File: src/rtl/cache_refill_controller.sv
// Data-cache miss handler: writes back a dirty victim line as a word burst,
// fetches the missing line as a word burst, then delivers it to the cache
// in a single fill strobe while holding the pipeline stalled.
module cache_refill_controller #(
    parameter int WIDTH      = 32,
    parameter int BLOCK_SIZE = 16
) (
    input  logic                    clk,
    input  logic                    rst,
    input  logic                    miss_req,
    input  logic [WIDTH-1:0]        miss_addr,
    input  logic                    wb_dirty,
    input  logic [WIDTH-1:0]        wb_addr,
    input  logic [BLOCK_SIZE*8-1:0] wb_data,
    output logic                    stall,
    output logic                    fill_valid,
    output logic [WIDTH-1:0]        fill_addr,
    output logic [BLOCK_SIZE*8-1:0] fill_data,
    output logic                    mem_req,
    output logic                    mem_we,
    output logic [WIDTH-1:0]        mem_addr,
    output logic [WIDTH-1:0]        mem_wdata,
    input  logic                    mem_ack,
    input  logic [WIDTH-1:0]        mem_rdata
);

    localparam int BYTES_PER_WORD = WIDTH / 8;
    localparam int BEATS          = BLOCK_SIZE / BYTES_PER_WORD;
    localparam int CNT_W          = (BEATS > 1) ? $clog2(BEATS) : 1;
    localparam int OFF_W          = $clog2(BLOCK_SIZE);
    localparam int WORD_SHIFT     = $clog2(BYTES_PER_WORD);
    localparam int LINE_W         = BLOCK_SIZE * 8;

    localparam logic [1:0] S_IDLE  = 2'd0;
    localparam logic [1:0] S_WB    = 2'd1;
    localparam logic [1:0] S_FETCH = 2'd2;
    localparam logic [1:0] S_FILL  = 2'd3;

    logic [1:0]        state;
    logic [1:0]        state_next;
    logic [CNT_W-1:0]  beat_cnt;
    logic [WIDTH-1:0]  base_addr;
    logic [WIDTH-1:0]  victim_addr;
    logic [LINE_W-1:0] victim_line;
    logic [LINE_W-1:0] line_buf;
    logic [LINE_W-1:0] line_merged;
    logic [WIDTH-1:0]  beat_offset;
    logic              beat_done;
    logic              last_beat;

    assign beat_offset = WIDTH'(beat_cnt) << WORD_SHIFT;
    assign beat_done   = mem_req && mem_ack;
    assign last_beat   = (beat_cnt == CNT_W'(BEATS - 1));

    // Next-state selection; a beat only advances when memory acks it.
    // NOTE: every signal assigned in always_comb gets a default first, otherwise an unassigned path infers a latch.
    always_comb begin
        state_next = state;
        case (state)
            S_IDLE:  if (miss_req) state_next = wb_dirty ? S_WB : S_FETCH;
            S_WB:    if (beat_done && last_beat) state_next = S_FETCH;
            S_FETCH: if (beat_done && last_beat) state_next = S_FILL;
            S_FILL:  state_next = S_IDLE;
            default: state_next = S_IDLE;
        endcase
    end

    // Moore-style outputs, except stall which follows miss_req in IDLE so the miss cycle itself is frozen.
    always_comb begin
        stall      = 1'b1;
        fill_valid = 1'b0;
        mem_req    = 1'b0;
        mem_we     = 1'b0;
        mem_addr   = '0;
        mem_wdata  = '0;
        case (state)
            S_IDLE: stall = miss_req && !rst;
            S_WB: begin
                mem_req   = 1'b1;
                mem_we    = 1'b1;
                mem_addr  = victim_addr + beat_offset;
                mem_wdata = victim_line[beat_cnt*WIDTH +: WIDTH];
            end
            S_FETCH: begin
                mem_req  = 1'b1;
                mem_addr = base_addr + beat_offset;
            end
            S_FILL:  fill_valid = 1'b1;
            default: stall = 1'b0;
        endcase
    end

    // Line buffer with the current read beat merged in, used both for the buffer and the final fill.
    always_comb begin
        line_merged = line_buf;
        line_merged[beat_cnt*WIDTH +: WIDTH] = mem_rdata;
    end

    // State register and beat counter; the counter restarts on every state change.
    // NOTE: sequential state uses non-blocking assignments so every flop samples pre-edge values.
    always_ff @(posedge clk or posedge rst) begin
        if (rst) begin
            state    <= S_IDLE;
            beat_cnt <= '0;
        end else begin
            state <= state_next;
            if (state_next != state) begin
                beat_cnt <= '0;
            end else if (beat_done) begin
                beat_cnt <= beat_cnt + 1'b1;
            end
        end
    end

    // Capture the miss context in IDLE; later changes on the cache side are ignored.
    always_ff @(posedge clk or posedge rst) begin
        if (rst) begin
            base_addr   <= '0;
            victim_addr <= '0;
            victim_line <= '0;
        end else if (state == S_IDLE && miss_req) begin
            base_addr   <= {miss_addr[WIDTH-1:OFF_W], {OFF_W{1'b0}}};
            victim_addr <= wb_addr;
            victim_line <= wb_data;
        end
    end

    // Assemble fetched words; the fill outputs are loaded on the last ack and then held until the next refill.
    // NOTE: the line buffer is reset so a fetch aborted by reset can never leak words into a later fill.
    always_ff @(posedge clk or posedge rst) begin
        if (rst) begin
            line_buf  <= '0;
            fill_addr <= '0;
            fill_data <= '0;
        end else if (state == S_FETCH && beat_done) begin
            line_buf <= line_merged;
            if (last_beat) begin
                fill_addr <= base_addr;
                fill_data <= line_merged;
            end
        end
    end

endmodule

File: config.mk
export PLATFORM = sky130hd
export DESIGN_NAME = cache_refill_controller
export DESIGN_NICKNAME = d
export VERILOG_FILES = /design/src/rtl/cache_refill_controller.sv
export SDC_FILE = /design/constraint.sdc
export NUM_CORES = 1
export LEC_CHECK = 0
export ABC_AREA = 1
export BUFFER_PORTS_ARGS = -buffer_cell sky130_fd_sc_hd__buf_4
export CAP_MARGIN = 0
export CELL_PAD_IN_SITES_DETAIL_PLACEMENT = 1
export CELL_PAD_IN_SITES_GLOBAL_PLACEMENT = 2
export CORE_MARGIN = 5
export CORE_UTILIZATION = 28
export DETAILED_ROUTE_END_ITERATION = 8
export PLACE_DENSITY_LB_ADDON = 0.1
export SLEW_MARGIN = 20
export SYNTH_ARGS = -nofsm -noshare
export SYNTH_HDL_FRONTEND = slang
export SYNTH_SLANG_ARGS = --single-unit
File: constraint.sdc
create_clock -name clk -period 16.85 [get_ports clk]
set_input_delay 0 -clock clk [delete_from_list [all_inputs] [get_ports clk]]
set_output_delay 0 -clock clk [all_outputs]
set_load 0.03 [all_outputs]
Word-level counts from Yosys, hierarchy flattened. Index checks and enable logic that the tools add are counted.

Flip-flop bits (word level): 476. Output and inout bits: 228. Logic and storage cells: 44. Input bits: 229.

Shifts and indexed selects: 3. Muxes and demuxes: 14. Add/subtract/negate cells: 4. Reduce and logical (&&, ||, !) cells: 10. Equal/unequal tests: 5.

Operator list (count): bitwise mux 128 bit (1); variable shift 32 x 34 -> 128 bit, first input constant (1); indexed part select 128 x 8 -> 32 bit (1); indexed part select 32 x 34 -> 128 bit (1); adder 32 x 4 -> 32 bit (2); one-hot mux 32 bit (2 select lines) (1); negation 7 -> 34 bit (1); 2-to-1 mux 32 bit (1); 2-to-1 mux 2 bit (6); one-hot mux 2 bit (4 select lines) (1); equality test 2 bit, second input constant (3); logical AND 1 bit (5); 2-to-1 mux 1 bit (4); adder 2 x 1 -> 2 bit, second input constant (1); equality test 2 x 1 -> 1 bit, second input constant (1); zero test 2 bit (1); != test 2 bit (1); AND reduction 2 bit (1); nonzero test 2 bit (1); OR reduction 2 bit (1); zero test 1 bit (1).

Logic depth before layout (Yosys ltp).
Depth in word-level cells: 9. Mapped depth: 11. Depth with buffers taken out: 10.

Worst setup path after synthesis. Ideal clock, no wire load.

Kind: input to output. Start point: input port rst. End point: output port stall. Arrival: 9.854 ns. Stages on the path: 3. Slack: 6.996 ns. Required time: 16.850 ns. Buffers on the path: 0. Path through: inv_1 > nand2_1 > nand2_1.

Word-level cells in the longest chain between the ends: 3.

Ends and longest elaborated chain: start: declaration (RTL line 9) `input logic rst,`; zero test 1 bit (no line); logical AND 1 bit (RTL line 77) `S_IDLE: stall = miss_req && !rst;`; 2-to-1 mux 1 bit (RTL line 76) `case (state)`; end: declaration (RTL line 15) `output logic stall,`.

Every way passes these cells.

Worst setup path after layout. Same ends and word-level chain as after synthesis.

==> results.cfg <==
[run_status]
run_status = finished, final reports clean

[sta]
hold_violations = 0
final.period_utilization_pct = 25.8
max_freq_mhz = 230
finalClockSkew_ps = 17.9
timing.final.crit_period_ps = 4350
hold_ws_ps = 53.1
timing.slew.headroom_pct = 35.1
final_max_slew_viol_count = 0
setup_repair_after_global_routing_missed_its_margin = no
setup_violations = 0
fin_setup_tns_ps = 0
timing_worst_slew_pin_value_ps = 974

[final_layout]
most-common-layout-cells = 469 x sky130_fd_sc_hd__nand2_1, 466 x sky130_fd_sc_hd__buf_4, 442 x sky130_fd_sc_hd__dfrtp_1
filler_cell_count = 8296
postLayoutCoreUtil_pct = 39.6
drive_above_1_share_pct = 24.1
final_cell_count_no_fill = 3882
areaGrowthSynthToFinish_pct = 40.1
layout.cells.most_common = sky130_fd_sc_hd__nand2_1
area.sequential_um2 = 11100
design.final.nets = 3120
multi_input_comb_area_um2 = 7650

[setup_path]
critical_path.startpoint = rst
worst_setup_path_start_kind = input port
reg2reg_from = beat_cnt[1]
cp.buffers_inverters = 7
path_cells = dlygate4sd3_1, buf_4, inv_8, buf_4, buf_4, buf_4, nand2_1, nand2_1, buf_4
end_kind = output pin
critical_path_fanout_max = 121
cp_data_required_time_ps = 16850
reg2reg_to = fill_data[86]
critical_path.slowest_cell = sky130_fd_sc_hd__buf_4
critical_path_arrival_ps = 4350
reg2reg_depth = 9
path_delay_family = buffers and inverters
crit_path_max_incr_delay_ps = 870
worst-r2r-setup-slack_ps = 12710
critical-path-top-cell-by-count = sky130_fd_sc_hd__buf_4
critPathKind = in -> out

[route]
dr_vias_cell = 4.71
drc = 0
totalWireLength_um = 80100
detail_route.first_pass.iterations = 6
avgRoutedWirePerCell_um = 20.6
drt_iter0_markers = 818
ant_nets = 0
detailroute.via_count = 18299

[pwr]
internal_power_mw = 2.73
static-leakage-power_nw = 13.2
netSwitchingFraction_pct = 39.0
power.combinational.fraction_pct = 37.8
switching_component_of_the_power_mw = 1.75
power.share.sequential_pct = 35.5
clock_power_share_pct = 26.6
power_density_nw_per_um2 = 157
ir_drop_mv = 0.0882

[grt]
global_route.usage.total_pct = 20.2
grt.met2_usage_pct = 34.9
total_gr_overflow = 0
global_route.peak_usage_layer = met2
grt_max_degree = 195
grt.met1_usage_pct = 25.7
globalRouteMet3Util_pct = 3.96
antenna_found_initial = 10
first_global_vias = 20026
grt_first_pass_wirelength_um = 124000

[placed_design]
place.port_buffers = 448
dp.final_hpwl_um = 54600
placedCellCount = 3544
gp_routability_congestion = 0.800

[synth]
synthDominantCellAreaShare_pct = 54.7
yosys_warnings = 0
postSynth.asyncResetShare_pct = 100
synth_cells = 2275
synth_top_area_cell = sky130_fd_sc_hd__dfrtp_1
netlist-cell-type-count = 35
synth_seq_area_share_pct = 54.7
synth_enable_flop_cells = 0
synth.avg_cell_area_um2 = 8.92
yosys_register_bits = 444
synth_area_um2 = 20300
synth_ff_type = sky130_fd_sc_hd__dfrtp_1
leading_post_synthesis_cells_by_cell_area = sky130_fd_sc_hd__dfrtp_1 55%, sky130_fd_sc_hd__nand2_1 8.7%, sky130_fd_sc_hd__mux2_2 6.6%

[clock_network]
cts_buffer_depth = 3
htreeDepth = 2
clk_pin_slew_ps = 60
cts.sink_count = 444
clock_tree.root_cell = sky130_fd_sc_hd__clkbuf_16
worst_skew_pair.late_latency_ps = 600
cts_tree = yes
postCtsSetupBuffers = 0
cts.repair.resized = 0
tritoncts.num_buffers = 55

[floorplan]
initial_util_pct = 28.3
fp.dieH_um = 279
floorplan.rows = 98
die_area_um2 = 78000
dieWidth_um = 279
core_area_um2 = 71700
boundaryPins = 457

[hold_path]
min-delay-path-class = in -> async

[job]
maxCapViolations = 0
-- cells in the mapped netlist (6+ instances only) --
master,count
sky130_fd_sc_hd__ha_1,13
sky130_fd_sc_hd__nand3_1,91
sky130_fd_sc_hd__inv_2,9
sky130_fd_sc_hd__nand2_1,470
sky130_fd_sc_hd__buf_1,6
sky130_fd_sc_hd__o21ai_1,120
sky130_fd_sc_hd__buf_2,79
sky130_fd_sc_hd__buf_4,12
sky130_fd_sc_hd__o21ai_0,191
sky130_fd_sc_hd__inv_1,210
sky130_fd_sc_hd__nor2_1,167
sky130_fd_sc_hd__o22ai_1,64
sky130_fd_sc_hd__o211ai_1,16
sky130_fd_sc_hd__a21oi_1,165
sky130_fd_sc_hd__nor2_4,7
sky130_fd_sc_hd__nand4_1,12
sky130_fd_sc_hd__clkbuf_1,51
sky130_fd_sc_hd__mux2_2,119
sky130_fd_sc_hd__dfrtp_1,444
-- power groups by stage --
stage	clock [mW]	sequential (mW)	combinational [mW]
3_5_place_dp	0	1.61	1.68
3_3_place_gp	0	1.60	1.64
5_1_grt	1.28	1.63	1.88
6_report	1.19	1.59	1.69
2_1_floorplan	0	1.62	1.09
4_1_cts	1.23	1.59	1.73
-- timing repair --
| action | in CTS | in global routing |
|---|---|---|
| hold buffers | 226 | 0 |
| hold endpoints to repair | 447 | 0 |
| setup endpoints to repair | 0 | 0 |
-- worst max-delay path by stage --
stage	slack, ps	endpoint	cells past startpoint
after CTS	12290	stall	9
after global routing	11830	stall	9
after detailed placement	12510	fill_data[86]	9
final	12500	stall	9
after floorplan	4460	base_addr[10]	1
after global placement	12440	line_buf[57]	7
-- flip-flops by register name, summed over array words and instances, names as in the netlist --
register and flops:
fill_data 128, line_buf 96, fill_addr 28, victim_line 128, state 2, beat_cnt 2, base_addr 28, victim_addr 32
-- through the flow --
step / worst slack, ps / power [mW] / cell area (um^2)
CTS: 12290 / 4.55 / 28400
global placement: 12440 / 3.23 / 24300
detailed placement: 12510 / 3.29 / 24300
global route: 11830 / 4.79 / 28400
finish: 12500 / 4.48 / 28400
floorplan: 4460 / 2.71 / 20300
-- final cells by class --
type / instances / share of cell area, %
antenna: 8 / 0.0704
clock buffer: 96 / 6.13
clock inverter: 8 / 0.295
inverter: 220 / 2.94
multi-input combinational: 1462 / 26.9
sequential: 444 / 39.1
tap: 950 / 4.18
timing repair buffer: 694 / 20.4
-- per-layer routing --
metal	vias to the layer above	part of all wire, %	routed length (um)
li1	8684	-	-
met1	9104	42	33900
met2	394	49	39600
met3	111	5.1	4050
met4	6	3.0	2420
met5	-	0.035	28
-- logic make-up after synthesis --
family,share of synthesized area [%]
buffers and inverters,7.74
flip-flops,54.7
AND/OR/NAND/NOR,15.3
other,0.0185
adder cells (fa/ha/maj),0.900
XOR/XNOR,0.0432
multiplexers,6.82
AO/OA/AOI/OAI,14.5
-- worst reg2reg max path: stages, from the launching register on --
cell and delay, ps:
sky130_fd_sc_hd__dfrtp_2 340, sky130_fd_sc_hd__buf_4 560, sky130_fd_sc_hd__clkinv_1 930, sky130_fd_sc_hd__ha_1 730, sky130_fd_sc_hd__inv_2 110, sky130_fd_sc_hd__nor2_4 640
sky130_fd_sc_hd__nand3_1 350, sky130_fd_sc_hd__o21ai_1 170, sky130_fd_sc_hd__nand2_1 80, sky130_fd_sc_hd__o21ai_1 150
(Power assumes the default switching activity.)
